===== src/rtl/ram_arbiter.sv =====
// Two-master RAM arbiter: CPU has priority, a waiting DMA preempts after
// STARVE_LIMIT cycles and a contended DMA burst is capped at DMA_BURST cycles.
module ram_arbiter #(
   parameter int unsigned STARVE_LIMIT = 4,
   parameter int unsigned DMA_BURST    = 8
) (
   input  logic       clk,
   input  logic       reset,
   input  logic       cpu_req,
   input  logic       cpu_we,
   input  logic [7:0] cpu_addr,
   input  logic [7:0] cpu_wdata,
   output logic       cpu_gnt,
   input  logic       dma_req,
   input  logic       dma_we,
   input  logic [7:0] dma_addr,
   input  logic [7:0] dma_wdata,
   output logic       dma_gnt,
   output logic [7:0] rdata,
   output logic [7:0] ram_addr,
   output logic       ram_we,
   output logic [7:0] ram_wdata,
   input  logic [7:0] ram_rdata,
   output logic [1:0] owner
);

   typedef enum logic [1:0] {
      IDLE = 2'b00,
      CPU  = 2'b01,
      DMA  = 2'b10
   } state_t;

   localparam logic [2:0] WAIT_MAX  = 3'(STARVE_LIMIT - 1);
   localparam logic [3:0] BURST_MAX = 4'(DMA_BURST - 1);

   state_t     state;
   state_t     nextState;
   logic [2:0] waitCnt;
   logic [3:0] burstCnt;

   always_ff @(posedge clk) begin
      if (reset) begin
         state    <= IDLE;
         waitCnt  <= '0;
         burstCnt <= '0;
      end else begin
         state <= nextState;
         // Counting only while staying in the owning state clears both
         // counters on any ownership change.
         if (state == CPU && dma_req && nextState == CPU && waitCnt != WAIT_MAX)
            waitCnt <= waitCnt + 3'd1;
         else if (state == CPU && dma_req && nextState == CPU)
            waitCnt <= waitCnt;
         else
            waitCnt <= '0;
         if (state == DMA && cpu_req && nextState == DMA)
            burstCnt <= burstCnt + 4'd1;
         else
            burstCnt <= '0;
      end
   end

   always_comb begin
      nextState = state;
      unique case (state)
         IDLE: begin
            if (cpu_req)
               nextState = CPU;
            else if (dma_req)
               nextState = DMA;
         end
         CPU: begin
            if (!cpu_req)
               nextState = dma_req ? DMA : IDLE;
            else if (dma_req && waitCnt == WAIT_MAX)
               nextState = DMA;
         end
         DMA: begin
            if (!dma_req)
               nextState = cpu_req ? CPU : IDLE;
            else if (cpu_req && burstCnt == BURST_MAX)
               nextState = CPU;
         end
         default: nextState = IDLE;
      endcase
   end

   always_comb begin
      ram_addr  = '0;
      ram_wdata = '0;
      ram_we    = 1'b0;
      unique case (state)
         CPU: begin
            ram_addr  = cpu_addr;
            ram_wdata = cpu_wdata;
            ram_we    = cpu_we && cpu_req;
         end
         DMA: begin
            ram_addr  = dma_addr;
            ram_wdata = dma_wdata;
            ram_we    = dma_we && dma_req;
         end
         default: begin
            ram_addr  = '0;
            ram_wdata = '0;
            ram_we    = 1'b0;
         end
      endcase
   end

   assign cpu_gnt = (state == CPU);
   assign dma_gnt = (state == DMA);
   assign owner   = state;
   assign rdata   = ram_rdata;

endmodule


===== config.mk =====
export PLATFORM = sky130hd
export DESIGN_NAME = ram_arbiter
export DESIGN_NICKNAME = d
export VERILOG_FILES = /design/src/rtl/ram_arbiter.sv
export SDC_FILE = /design/constraint.sdc
export NUM_CORES = 1
export LEC_CHECK = 0
export ABC_AREA = 1
export BUFFER_PORTS_ARGS = -buffer_cell sky130_fd_sc_hd__buf_2
export CAP_MARGIN = 20
export CORE_MARGIN = 1
export CORE_UTILIZATION = 40
export CTS_BUF_LIST = sky130_fd_sc_hd__clkbuf_16
export DETAILED_ROUTE_END_ITERATION = 10
export PLACE_DENSITY = 0.85
export SETUP_SLACK_MARGIN = 0.02
export SYNTH_ARGS = -nofsm -noshare
export SYNTH_HDL_FRONTEND = slang
export SYNTH_SLANG_ARGS = --single-unit

===== constraint.sdc =====
create_clock -name clk -period 3.22 [get_ports clk]
set_input_delay 0.483 -clock clk [delete_from_list [all_inputs] [get_ports clk]]
set_output_delay 0.483 -clock clk [all_outputs]
set_load 0.02 [all_outputs]

==> reports/metrics.cfg <==
[pwr]
swShare=0.336
power_frac_seq=0.239
pwr-share-clk=0.420
p_switching_mw=0.170
ir_worst_vdd_mv=0.443
internal_power_mw=0.335
cellPowerDensity_nw_per_um2=435
p_total_mw=0.505
leakage_nw=0.631
power_frac_comb=0.341

[clock_tree]
cts_hold_buf=0
worstSkewPairLatency_ps=230
cts_sinks=9
clock_path_buffers=2
cts-buffers-inserted=3
h-tree-depth=1
post-cts-setup-buffer-count=0
cts_root_buf=clkbuf_16
clkTransAtPathRegs_ps=40
cts_tree=built
cts_resized=0

[logic_synthesis]
yosys-top-cells-area=nand2_1, dfxtp_1, ha_1
ys_types=22
netlist_instances=140
seq_area_frac_synth=0.213
ys_ff_latch=9
ys.warnings.count=0
async_flop_share=0
syn_nets=193
yosysMostFrequentCell=nand2_1
syn_area_um2=846
synth_ff_type=dfxtp_1
synth-edff-count=0
yosysTopAreaCell=nand2_1
synth_top_cell_area_share=0.231
synth.avg_cell_area_um2=6.04
synth_common_cells=nand2_1, a21oi_1, inv_1, buf_4, dfxtp_1

[global_route]
overflow=0
grt_max_degree=23
grt_pass1_vias=729
grt_pass1_wl_um=3020
grt.total_usage=0.186
antenna_found_initial=0

[setup_path]
r2r-start=owner[0]
crit_arrival_ps=1900
critPathRequiredTime_ps=2740
reg2reg_setup_slack_ps=1330
r2r_cells=8
startpoint_type=flip-flop
criticalPathCategory=reg -> out
rr_endpoint=burstCnt[0]
cp_max_fo=22
cp-end-kind=output port

[timing]
period_share=0.741
final_hold_viol_count=0
finalClockSkew_ps=3.11
rsz0062_at_grt=no
drv_slew=0
tightest_slew_ps=718
setup_viol_count_final=0
max_slew_margin=0.521
period_minus_slack_ps=2390
max_freq_mhz=419
final.setup.tns_ps=0

[min_path]
hp-class=reg -> reg
whs_path_depth=1
whs_endpoint=burstCnt[0]
hold_start=burstCnt[0]

[status]
status=completed

[floorplan]
die_y_um=48.0
io_pins=75
num_rows=16
coreArea_um2=1980
dieArea_um2=2300
die_w_um=48.0
start_util=0.427

[place]
gp_congestion=0.822
dpl.hpwl_um=1710
portBuffers=58

[drt]
drt_pass1_iterations=4
drc=0
dr.first_iter.drc_count=16
drt-total-wl_um=2230
vias=992
routedWlPerCell_um=10.3
antenna_left=0
via_per_inst=4.59

[final_layout]
multi_input_area_um2=522
fill_cells=209
nNetsFinal=243
syn_to_final_growth_pct=37.3
regArea_um2=180
n_antenna_cell=0
drive_gt1_frac=0.349

[run]
drv_cap=0

## through the flow
step                      setup WS (ps)  hold WS [ps]  std cells   util  area (µm²)
after floorplan                    1050           431        140      -         846
after global placement             1100           451        212  0.546        1080
after detailed placement           1070           457        212  0.546        1080
after CTS                           821           465        216  0.586        1160
after global routing                669           487        216  0.586        1160
final                               833           460        216  0.586        1160
## cells in the final DEF, fill, tap and decap left out, types with 2 or more instances in the layout
master	n
nand4_1	2
nand3_1	8
dfxtp_1	9
nand2_1	52
a21oi_1	17
inv_1	14
nor2_1	6
clkbuf_16	3
buf_2	58
nor3_1	4
ha_1	7
## worst max-delay path by stage
stage | slack, ps | start | endpoint
finish | 830 | owner[1] | ram_we
global route | 670 | owner[1] | ram_wdata[6]
CTS | 820 | owner[1] | ram_we
detailed placement | 1070 | owner[1] | ram_we
global placement | 1100 | owner[1] | ram_we
floorplan | 1050 | owner[0] | ram_addr[2]
## layout make-up
class | instances | share of cell area
sequential | 9 | 0.155
multi-input combinational | 103 | 0.449
tap | 27 | 0.0291
inverter | 15 | 0.0485
clock inverter | 1 | 0.00323
clock buffer | 3 | 0.0647
timing repair buffer | 58 | 0.250
## sequential cells by signal (all words and copies together) (netlist names)
signal	count
owner	2
burstCnt	4
waitCnt	3
## logic make-up after synthesis
kind of cell / count (synthesis) / share of synthesized area
buffers and inverters: 28 / 0.170
adders and majority gates: 7 / 0.104
xor gates and xnor gates: 2 / 0.0207
and+or+nand+nor: 77 / 0.392
DFF: 9 / 0.213
AOI/OAI and AO/OA: 17 / 0.101
## power by group through the flow
stage	Clock, mW	Sequential, mW	Combinational (mW)
2_1_floorplan	0	0.126	0.126
3_3_place_gp	0	0.122	0.170
3_5_place_dp	0	0.123	0.171
4_1_cts	0.220	0.121	0.172
5_1_grt	0.224	0.121	0.192
6_report	0.212	0.121	0.172
## routing by layer
layer | wire length [µm] | vias up | part of all wire | GRT usage
li1 | - | 531 | - | -
met1 | 1010 | 440 | 0.45 | 0.246
met2 | 1150 | 19 | 0.52 | 0.286
met3 | 62 | 2 | 0.028 | 0.0453
met4 | 4 | 0 | 0.0018 | 0.0833
met5 | 0 | - | 0 | 0
## worst max-delay path, cell delays in order, from the launching register on
cell     delay (ps)
dfxtp_1         330
inv_1           160
ha_1            650
nand3_1         170
a21oi_1         170
buf_2           190
No activity file was read; power rests on OpenSTA's default activity.
